===== config.mk =====
export PLATFORM = sky130hd
export DESIGN_NAME = vmx_chain_seq
export DESIGN_NICKNAME = d
export VERILOG_FILES = /design/src/rtl/vmx_pkg.sv /design/src/rtl/vmx_result_fifo.sv /design/src/rtl/vmx_chain_seq.sv
export SDC_FILE = /design/constraint.sdc
export NUM_CORES = 1
export LEC_CHECK = 0
export ABC_AREA = 1
export CAP_MARGIN = 20
export CORE_ASPECT_RATIO = 0.5
export CORE_MARGIN = 2
export CORE_UTILIZATION = 45
export DETAILED_ROUTE_END_ITERATION = 8
export HOLD_SLACK_MARGIN = 0.03
export PLACE_DENSITY = 0.62
export SYNTH_ARGS = -nofsm -noshare
export SYNTH_HDL_FRONTEND = slang
export SYNTH_SLANG_ARGS = --single-unit
export TNS_END_PERCENT = 1

===== constraint.sdc =====
create_clock -name clk -period 5.8 [get_ports clk]
set_input_delay 1.16 -clock clk [delete_from_list [all_inputs] [get_ports clk]]
set_output_delay 1.16 -clock clk [all_outputs]
set_load 0.01 [all_outputs]

===== src/rtl/vmx_pkg.sv =====
// Shared types and constants for the vector-MAC chain sequencer.
package vmx_pkg;

    typedef enum logic [1:0] {
        ST_IDLE   = 2'd0,
        ST_LOAD   = 2'd1,
        ST_STREAM = 2'd2,
        ST_DRAIN  = 2'd3
    } vmx_state_t;

    localparam logic [7:0] LOAD_FLAG  = 8'h80;
    localparam logic [7:0] LOAD_IDLE  = 8'h00;
    localparam int         MAX_NUM_PE = 64;

endpackage


===== src/rtl/vmx_result_fifo.sv =====
// Synchronous result FIFO; the count output feeds the sequencer's credit logic.
module vmx_result_fifo #(
    parameter int DEPTH = 16,
    parameter int WIDTH = 32
) (
    input  logic                     clk,
    input  logic                     rst,
    input  logic                     wr_en,
    input  logic [WIDTH-1:0]         wr_data,
    input  logic                     rd_en,
    output logic [WIDTH-1:0]         rd_data,
    output logic [$clog2(DEPTH):0]   count
);

    localparam int AW = $clog2(DEPTH);
    localparam logic [AW:0] FULL = (AW+1)'(DEPTH);

    logic [WIDTH-1:0] mem [DEPTH];
    logic [AW-1:0]    wr_ptr;
    logic [AW-1:0]    rd_ptr;
    logic             do_wr;
    logic             do_rd;

    assign do_wr   = wr_en && (count != FULL);
    assign do_rd   = rd_en && (count != '0);
    assign rd_data = mem[rd_ptr];

    always_ff @(posedge clk) begin
        if (rst) begin
            wr_ptr <= '0;
            rd_ptr <= '0;
            count  <= '0;
        end else begin
            if (do_wr) wr_ptr <= wr_ptr + 1'b1;
            if (do_rd) rd_ptr <= rd_ptr + 1'b1;
            case ({do_wr, do_rd})
                2'b10:   count <= count + 1'b1;
                2'b01:   count <= count - 1'b1;
                default: count <= count;
            endcase
        end
    end

    // Storage needs no reset; pointers define which entries are live.
    always_ff @(posedge clk) begin
        if (do_wr) mem[wr_ptr] <= wr_data;
    end

endmodule


===== src/rtl/vmx_chain_seq.sv =====
// Sequencer for a linear vector-MAC PE chain: weight preload, credited streaming, tail capture.
// Optional SIMD mode enabled by defining VMX_CHAIN_SEQ_SIMD_EN.
module vmx_chain_seq
    import vmx_pkg::*;
#(
    parameter int NUM_PE         = 8,
    parameter int VECTOR_BITLEN  = 16,
    parameter int PRODUCT_BITLEN = 32,
    parameter int FIFO_DEPTH     = 16
) (
    input  logic                              clk,
    input  logic                              rst,
    input  logic                              cmd_valid,
    output logic                              cmd_ready,
    input  logic                              cmd_load,
    input  logic                              cmd_simd,
    input  logic [15:0]                       cmd_len,
    input  logic                              w_valid,
    output logic                              w_ready,
    input  logic [VECTOR_BITLEN-1:0]          w_data,
    input  logic                              v_valid,
    output logic                              v_ready,
    input  logic [VECTOR_BITLEN-1:0]          v_data,
    output logic                              pe_simd_mode,
    output logic [7:0]                        pe_load_ctrl,
    output logic [VECTOR_BITLEN-1:0]          pe_data,
    output logic [PRODUCT_BITLEN-1:0]         pe_sum_in,
    input  logic [PRODUCT_BITLEN-1:0]         pe_sum_out,
    output logic                              r_valid,
    input  logic                              r_ready,
    output logic [PRODUCT_BITLEN-1:0]         r_data,
    output logic                              busy,
    output logic                              done,
    output vmx_state_t                        dbg_state,
    output logic [$clog2(FIFO_DEPTH):0]       dbg_credits
);

    // Every handshake transfers a word on a rising edge where valid and ready are both high.
    localparam int          CW      = $clog2(FIFO_DEPTH) + 1;
    localparam logic [5:0]  LAST_PE = 6'(NUM_PE - 1);

    vmx_state_t         state;
    vmx_state_t         state_next;
    logic [15:0]        len_q;
    logic [15:0]        vec_cnt;
    logic [5:0]         load_idx;
    logic [NUM_PE-1:0]  tag_sr;
    logic               tag_exit;
    logic [CW-1:0]      inflight;
    logic [CW-1:0]      credits;
    logic [CW-1:0]      fifo_count;
    logic               cmd_fire;
    logic               w_fire;
    logic               v_fire;
    logic               pop;
    logic               pipe_empty;

    assign cmd_ready  = (state == ST_IDLE) && !rst;
    assign w_ready    = (state == ST_LOAD);
    assign v_ready    = (state == ST_STREAM) && (credits != '0);
    assign busy       = (state != ST_IDLE);
    assign cmd_fire   = cmd_valid && cmd_ready;
    assign w_fire     = w_valid && w_ready;
    assign v_fire     = v_valid && v_ready;
    assign pop        = r_valid && r_ready;
    assign pipe_empty = (tag_sr == '0) && !tag_exit;
    assign pe_sum_in  = '0;
    assign r_valid    = (fifo_count != '0);
    assign dbg_state  = state;
    assign dbg_credits = credits;

    // Tags still in the chain hold a FIFO slot in reserve, so the unstallable tail never overflows.
    assign credits = CW'(FIFO_DEPTH) - fifo_count - inflight;

    always_comb begin
        state_next = state;
        case (state)
            ST_IDLE: begin
                if (cmd_fire) begin
                    if (cmd_load)             state_next = ST_LOAD;
                    else if (cmd_len == '0)   state_next = ST_DRAIN;
                    else                      state_next = ST_STREAM;
                end
            end
            ST_LOAD: begin
                if (w_fire && (load_idx == LAST_PE))
                    state_next = (len_q == '0) ? ST_DRAIN : ST_STREAM;
            end
            ST_STREAM: begin
                if (v_fire && (vec_cnt == len_q - 16'd1)) state_next = ST_DRAIN;
            end
            ST_DRAIN: begin
                if (pipe_empty) state_next = ST_IDLE;
            end
            default: state_next = ST_IDLE;
        endcase
    end

    always_ff @(posedge clk) begin
        if (rst) begin
            state        <= ST_IDLE;
            len_q        <= '0;
            vec_cnt      <= '0;
            load_idx     <= '0;
            tag_sr       <= '0;
            tag_exit     <= 1'b0;
            inflight     <= '0;
            pe_load_ctrl <= LOAD_IDLE;
            pe_data      <= '0;
            done         <= 1'b0;
        end else begin
            state    <= state_next;
            done     <= (state == ST_DRAIN) && pipe_empty;
            tag_sr   <= (tag_sr << 1) | NUM_PE'(v_fire);
            tag_exit <= tag_sr[NUM_PE-1];

            if (cmd_fire) begin
                len_q    <= cmd_len;
                vec_cnt  <= '0;
                load_idx <= '0;
            end
            if (w_fire) load_idx <= load_idx + 6'd1;
            if (v_fire) vec_cnt  <= vec_cnt + 16'd1;

            case ({v_fire, tag_exit})
                2'b10:   inflight <= inflight + 1'b1;
                2'b01:   inflight <= inflight - 1'b1;
                default: inflight <= inflight;
            endcase

            if (w_fire) begin
                pe_load_ctrl <= LOAD_FLAG | {2'b00, load_idx};
                pe_data      <= w_data;
            end else if (v_fire) begin
                pe_load_ctrl <= LOAD_IDLE;
                pe_data      <= v_data;
            end else begin
                pe_load_ctrl <= LOAD_IDLE;
                pe_data      <= '0;
            end
        end
    end

`ifdef VMX_CHAIN_SEQ_SIMD_EN
    logic simd_q;

    always_ff @(posedge clk) begin
        if (rst)           simd_q <= 1'b0;
        else if (cmd_fire) simd_q <= cmd_simd;
    end

    assign pe_simd_mode = simd_q;
`else
    logic unused_simd;

    assign unused_simd  = cmd_simd;
    assign pe_simd_mode = 1'b0;
`endif

    // The chain's tail sum is valid the cycle after its tag leaves the shift register.
    vmx_result_fifo #(
        .DEPTH (FIFO_DEPTH),
        .WIDTH (PRODUCT_BITLEN)
    ) u_fifo (
        .clk     (clk),
        .rst     (rst),
        .wr_en   (tag_exit),
        .wr_data (pe_sum_out),
        .rd_en   (pop),
        .rd_data (r_data),
        .count   (fifo_count)
    );

endmodule


== Word-level counts from Yosys, hierarchy flattened ==
Memory sizes are Yosys's and may differ from the RTL's. A register that Yosys moved wholly into a read port is not among the register bits.
Index checks and enable logic that the tools add are counted.

* Register bits: 92
* Memory bits (writable): 512
* Input port bits: 88
* Output and inout bits: 102
* Word-level logic and storage cells: 90
* Memories kept: 1

{| class="wikitable"
|+ Memory list
! memory !! depth !! bits a word !! read ports !! clocked after Yosys merged registers in !! write ports !! RTL line !! RTL
|-
| u_fifo.mem || 16 || 32 || 1 || 1 || 1 || vmx_result_fifo.sv:18 || <nowiki>logic [WIDTH-1:0] mem [DEPTH];</nowiki>
|}

* Add/sub/neg operators: 11
* Eq/ne operators: 14
* Multiplexer cells: 21
* Bitwise operators: 2
* Reductions and logical operators: 27

{| class="wikitable"
|+ Operators by type and width
! kind !! count
|-
| $mux W16 || 4
|-
| $logic_not A16 Y1 || 2
|-
| $pmux W5 S2 || 2
|-
| $add A16 B1 Y16 const B || 1
|-
| $eq A16 B16 Y1 || 1
|-
| $sub A16 B1 Y16 const B || 1
|-
| $logic_and A1 B1 Y1 || 12
|-
| $mux W6 || 2
|-
| $add A5 B1 Y5 const B || 2
|-
| $mux W2 || 5
|-
| $reduce_bool A2 Y1 || 5
|-
| $reduce_bool A5 Y1 || 2
|-
| $sub A5 B1 Y5 const B || 2
|-
| $add A4 B1 Y4 const B || 2
|-
| $eq A2 B2 Y1 const B || 4
|-
| $logic_not A8 Y1 || 1
|-
| $mux W4 || 2
|-
| $mux W8 || 1
|-
| $or A8 B1 Y8 || 1
|-
| $pmux W2 S4 || 1
|-
| $add A6 B1 Y6 const B || 1
|-
| $eq A2 B1 Y1 const B || 3
|-
| $eq A6 B3 Y1 const B || 1
|-
| $ne A5 B5 Y1 const B || 1
|-
| other kinds (10) || 16
|}

== Logic depth before layout (Yosys ltp) ==
Gate-level depths: netlist (run 1).

* Depth after elaboration: 8
* Gate-level depth with buffers: 20
* Mapped depth without buffers: 19

== Hierarchy ==
Synthesis (run 1) repeated with hierarchy kept, for this count alone.

* Cell total of the unflattened synthesis: 2115
* Area, all modules: 25996.2 um2

{| class="wikitable"
|+ Modules (own cells, without submodules)
! module !! instances !! cells an instance !! area an instance (um2) !! sequential area each (um2)
|-
| vmx_result_fifo || 1 || 1481 || 21560.7 || 15715.1
|-
| vmx_chain_seq || 1 || 634 || 4435.5 || 1561.5
|}

== Least setup slack after synthesis (run 1) ==
Ideal clock, no wire load.

* Path kind: reg2reg
* Start point: register inflight[1]
* End point: register inflight[4]
* Library setup time: 0.122 ns
* Arrival: 3.370 ns
* Required time: 5.678 ns
* Setup slack: 2.308 ns
* Stages on the path, launching flop included: 20
* Path buffers: 1
* Period minus slack after synthesis: 3.492 ns
* Cells stage by stage: dfxtp_1 > ha_1 > inv_1 > ha_1 > inv_1 > fa_1 > xnor2_1 > nor3_1 > nand3_2 > nand3_4 > buf_6 > ha_1 > fa_1 > a21o_1 > a21oi_1 > inv_1 > a21oi_1 > o21ai_0 > o21ai_0 > a21oi_1

* Longest elaborated chain between the ends: 6
* Elaborated cells between the ends (all ways): 10
* Classes of those cells: add/sub: 3; eq/ne: 2; mux: 1; reduce/logical: 4

{| class="wikitable"
|+ Ends and longest elaborated chain
! element !! RTL line !! RTL
|-
| from (decl) || vmx_chain_seq.sv:49 || <nowiki>logic [CW-1:0] inflight;</nowiki>
|-
| from (signal assigned) || vmx_chain_seq.sv:126 || <nowiki>2'b10: inflight <= inflight + 1'b1;</nowiki>
|-
| from (signal assigned) || vmx_chain_seq.sv:127 || <nowiki>2'b01: inflight <= inflight - 1'b1;</nowiki>
|-
| from (signal assigned) || vmx_chain_seq.sv:128 || <nowiki>default: inflight <= inflight;</nowiki>
|-
| $sub A5 B5 Y5 * || vmx_chain_seq.sv:73 || <nowiki>assign credits = CW'(FIFO_DEPTH) - fifo_count - inflight;</nowiki>
|-
| net dbg_credits[3] || vmx_chain_seq.sv:35 || <nowiki>output logic [$clog2(FIFO_DEPTH):0] dbg_credits</nowiki>
|-
| $reduce_bool A5 Y1 * || vmx_chain_seq.sv:60 || <nowiki>assign v_ready = (state == ST_STREAM) && (credits != '0);</nowiki>
|-
| $logic_and A1 B1 Y1 * || vmx_chain_seq.sv:60 ||
|-
| $logic_and A1 B1 Y1 * || vmx_chain_seq.sv:64 || <nowiki>assign v_fire = v_valid && v_ready;</nowiki>
|-
| $eq A2 B1 Y1 or $eq A2 B2 Y1 (tied branches) || vmx_chain_seq.sv:125 || <nowiki>case ({v_fire, tag_exit})</nowiki>
|-
| $pmux W5 S2 or $reduce_bool A2 Y1 (tied branches) || - ||
|}

Mark *: on every way through the listed nets, which the timed path passes. The rest lies on a longest branch.
A chain may end at the register's enable or synchronous reset.

==> flow_summary.ini, run 1 <==
[global_route]
grt_use_total = 0.188
grt_remaining_overflow = 0
grt_pass1_vias = 14800
grt_max_degree = 129
grt_pass1_wl_mm = 85.0
antenna_found_initial = 0

[die]
rows = 61
coreArea_um2 = 55800
dieArea_um2 = 58700
ios = 190
dieWidth_um = 341
start_util = 0.457
die_h_um = 172

[yosys]
avgSynthCellArea_um2 = 12.3
yosysWarningCount = 0
ys_seq_area_frac = 0.677
synth.cell_area_um2 = 25500
async_flop_share = 0
ys_types = 50
yosys_register_bits = 607
synth_area_leaders = edfxtp_1, dfxtp_1, mux2i_1
synth_top_area_share = 0.602
syn_inst = 2081
synth_most_common_cell = edfxtp_1
netlist_top_cells_count = edfxtp_1, inv_1, nand2_1, o21ai_0, a21oi_1
synth_edf_count = 512
synth_top_area_cell = edfxtp_1
synthFlopType = edfxtp_1

[final_layout]
fin_util = 0.529
fin_nets = 2334
drive_gt1_frac = 0.0700
area_growth_pct = 15.7
fin_cells = 3013
fin_area_um2 = 29500

[cts]
holdBufCountCts = 0
cts_resized = 0
root_buffer = clkbuf_16
cts.clk_slew.worst_paths_ps = 60
insertion_delay_ps = 610
cts_tree = done
cts_made_buffers = 54
htreeDepth = 2
clock_path_buffers = 3
cts_setup_buffers = 0
cts.sinks = 607

[sta]
rsz0062_at_grt = no
worstMarginPinSlew_ps = 1150
max_slew_margin = 0.234
setup_slack_ps = 1440
finalHoldViolations = 0
fin_crit_sh = 0.752
tns_ps = 0
post-route-min-period_ps = 4360
drv_slew = 0
timing.fmax_mhz = 229
skew_ps = 34.0
whs_ps = 429
setup_violations = 0

[power]
total_power_mw = 11.8
powerDensity_nw_per_um2 = 400
vdd_drop_max_mv = 0.214
leakage_nw = 10.3

[status]
status = completed

[drt]
wl_mm = 56.3
viasPerCell = 5.23
drc = 0
route.vias.total = 15700
ant_nets = 0
drt_iter0_drc = 1291
wl_per_cell_um = 18.7
dr.pass1.iters = 7

[place]
dpl.hpwl_mm = 29.8
post-place-ws_ps = 2010
portBuffers = 154
placed_area_um2 = 27800
place_inst = 2914
gp_congestion = 0.784

[hold_path]
hold_path_class = reg -> reg

[worst_setup_path]
crit_type = reg -> out
cp-end-kind = output port
arrival_ps = 3200
crit_path_start_kind = flop
critical_path_peak_fanout = 60
worst_ep_required_time_ps = 4640

[flow_run]
drv_cap = 0
## critical path, stage by stage (launching register included)
cell,delay [ps]
dfxtp_4,840
buf_4,600
mux2i_1,160
o211ai_1,190
nand3_1,100
nand2_1,100
clkdlybuf4s50_1,540
## per-layer routing
layer	vias to the layer above	global-route usage	share of wire
met3	67	0.0289	0.061
met5	-	0	0
met2	443	0.318	0.48
met4	0	0.0421	0.014
li1	7671	-	-
met1	7567	0.259	0.45
## sequential cells by signal, summed over array words and instances, names as in the netlist, named ones only
register,flops
pe_data,16
tag_sr,8
u_fifo.count,5
pe_load_ctrl,7
inflight,5
u_fifo.mem,512
u_fifo.rd_ptr,4
tag_exit,1
len_q,16
u_fifo.wr_ptr,4
load_idx,6
done,1
vec_cnt,16
dbg_state,2
## final timing paths
check                        from          end  slack [ps]  cells after the start
setup reg to reg  u_fifo.count[1]  inflight[4]        2110                     18
hold / removal          tag_sr[6]    tag_sr[7]         430                      2
hold reg to reg         tag_sr[6]    tag_sr[7]         430                      2
setup / recovery             flop    r_data[8]        1440                      6
## cell families (layout without fill, tap and decap cells)
family / count (synthesis) / count (layout) / share of synthesized area
other: 1 / 35 / 0.000147
multiplexers: 129 / 129 / 0.0506
flip-flops: 607 / 607 / 0.677
AO/OA/AOI/OAI: 530 / 530 / 0.119
buffers and inverters: 372 / 514 / 0.0634
AND/OR/NAND/NOR: 395 / 395 / 0.0684
XOR/XNOR: 16 / 16 / 0.00549
adder cells (fa/ha/maj): 31 / 31 / 0.0161
## cells in the final DEF (no fill, tap or decap), drive strengths merged, types with 28 or more instances in the layout
cell,synthesis,routed
ha,28,28
buf,78,32
clkdlybuf4s50,0,154
nand3,81,81
a21oi,180,180
edfxtp,512,512
o21ai,206,206
clkbuf,63,73
nor2,87,87
conb,1,34
nand2,197,197
inv,229,229
o211ai,129,129
dfxtp,95,95
mux2i,128,128
## layout make-up
class	count	area, um^2
antenna	1	2.50
clock buffer	73	1480
tap	756	946
timing repair buffer	186	1840
sequential	607	17300
clock inverter	24	231
multi-input combinational	1135	6870
inverter	231	875
fill	4683	26300
## power by group
group	internal (mW)	leakage, nW	total [mW]	switching, mW
combinational	1.46	4.07	3.33	1.88
clock	1.92	0.842	3.49	1.57
sequential	4.81	5.37	4.99	0.176
Note: power is estimated with default switching activity, not from simulation.
==> run 2, diff against run 1 <==
- PLACE_DENSITY: 0.62 -> 0.64
- clock period: 5.8 -> 3.82 ns (I/O delays scaled with it)
==> flow_summary.ini, run 2 (synthesized netlist as in run 1, its figures left out) <==
[drt]
viasPerCell = 5.25
dr.pass1.iters = 6
wl_per_cell_um = 18.7
wl_mm = 56.6
route.vias.total = 15900
ant_nets = 0
drc = 0
drt_iter0_drc = 1291

[sta]
finalHoldViolations = 0
skew_ps = 23.4
worstMarginPinSlew_ps = 878
setup_violations = 0
post-route-min-period_ps = 3630
fin_crit_sh = 0.951
drv_slew = 0
rsz0062_at_grt = no
setup_slack_ps = 186
tns_ps = 0
max_slew_margin = 0.413
timing.fmax_mhz = 275

[hold_path]
hold_path_class = reg -> reg
min_from = tag_sr[2]

[die]
rows = 61
start_util = 0.457
coreArea_um2 = 55800
dieArea_um2 = 58700
ios = 190
die_h_um = 172
dieWidth_um = 341

[final_layout]
drive_gt1_frac = 0.0795
fill_cells = 4584
fin_util = 0.536
layout_commonest_cell = edfxtp_1
final_cell_mix = edfxtp_1, inv_1, nand2_1
area_growth_pct = 17.1
largest_register_ffs = 512
regMostFlops = u_fifo.mem
fin_cells = 3033
fin_nets = 2356
fin_area_um2 = 29900

[global_route]
grt_max_degree = 88
antenna_found_initial = 1
grt_pass1_vias = 15000
grt_remaining_overflow = 0
grt_use_total = 0.192
grt_pass1_wl_mm = 86.9

[cts]
insertion_delay_ps = 610
holdBufCountCts = 0
cts.clk_slew.worst_paths_ps = 60
cts.sinks = 607
root_buffer = clkbuf_16
htreeDepth = 2
clock_path_buffers = 3
cts_setup_buffers = 0
cts_tree = done
cts_made_buffers = 53

[power]
powerDensity_nw_per_um2 = 608
leakage_nw = 10.5
vdd_drop_max_mv = 0.422

[worst_setup_path]
r2r_start = inflight[1]
critPathSlowestCell = dfxtp_4
cp_cell_sequence = buf_12 > buf_12 > mux2i_1 > o211ai_1 > o211ai_1 > nand2_1 > clkdlybuf4s50_1
arrival_ps = 2870
cp-end-kind = output port
worst_ep_required_time_ps = 3060
critical_path_peak_fanout = 39
max_stage_delay_ps = 650
crit_type = reg -> out
crit_path_start_kind = flop

[place]
gp_congestion = 0.792
portBuffers = 154
placed_area_um2 = 28200
post-place-ws_ps = 341
dpl.hpwl_mm = 32.6
place_inst = 2938

[status]
status = completed

[flow_run]
drv_cap = 0
run 2: cell count changes in the layout (fill, tap and decap cells not counted), moves of 2 or more:
| cell | before | now |
|---|---|---|
| buf_12 | 3 | 20 |
| buf_4 | 28 | 35 |
| clkbuf_1 | 14 | 8 |
| clkinv_1 | 8 | 13 |
| clkinv_2 | 13 | 8 |
| dfxtp_1 | 91 | 89 |
| dfxtp_2 | 1 | 3 |
run 2: area by class of cell:
cell class                 instances  area [um^2]  area share
sequential                       607        17300       0.578
multi-input combinational       1135         6880       0.230
timing repair buffer             209         2210      0.0738
clock buffer                      65         1410      0.0473
tap                              756          946      0.0316
inverter                         231          872      0.0292
clock inverter                    29          289     0.00967
antenna                            1         2.50   0.0000837
run 2: routing by layer:
layer / routed length [um] / up-vias / share of wire / track usage
li1: - / 7711 / - / -
met1: 25700 / 7720 / 0.45 / 0.268
met2: 26700 / 430 / 0.47 / 0.320
met3: 3220 / 65 / 0.057 / 0.0316
met4: 908 / 0 / 0.016 / 0.0412
met5: 0 / - / 0 / 0
run 2: worst paths after layout:
| path | endpoint | slack, ps | cells past startpoint |
|---|---|---|---|
| max | r_data[27] | 190 | 7 |
| min | tag_sr[3] | 430 | 2 |
| max reg2reg | inflight[4] | 400 | 18 |
| min reg2reg | tag_sr[3] | 430 | 2 |
run 2: worst max-delay path, delay by kind of cell, from the launching register on:
| family | cells | cell delay [ps] |
|---|---|---|
| buffers and inverters | 3 | 1030 |
| DFF | 1 | 650 |
| AOI/OAI and AO/OA | 2 | 330 |
| and+or+nand+nor | 1 | 110 |
| muxes | 1 | 100 |
run 2: report_power, final:
group	switching, mW	total (mW)	internal (mW)	leakage [nW]
Combinational	3.01	5.40	2.39	4.25
Sequential	0.199	7.50	7.30	5.37
Clock	2.37	5.28	2.91	0.835
run 2: metrics by stage:
step	hold WS, ps	total power, mW
after floorplan	409	11.2
after global placement	415	13.0
after detailed placement	420	13.1
after CTS	433	18.4
after global routing	454	19.2
final	434	18.2
run 2: timing repair:
item / CTS / global route
endpoints found under the hold margin: 0 / 0
pin swaps: 0 / 1
setup endpoints to repair: 1 / 1
gates resized for setup: 3 / 2
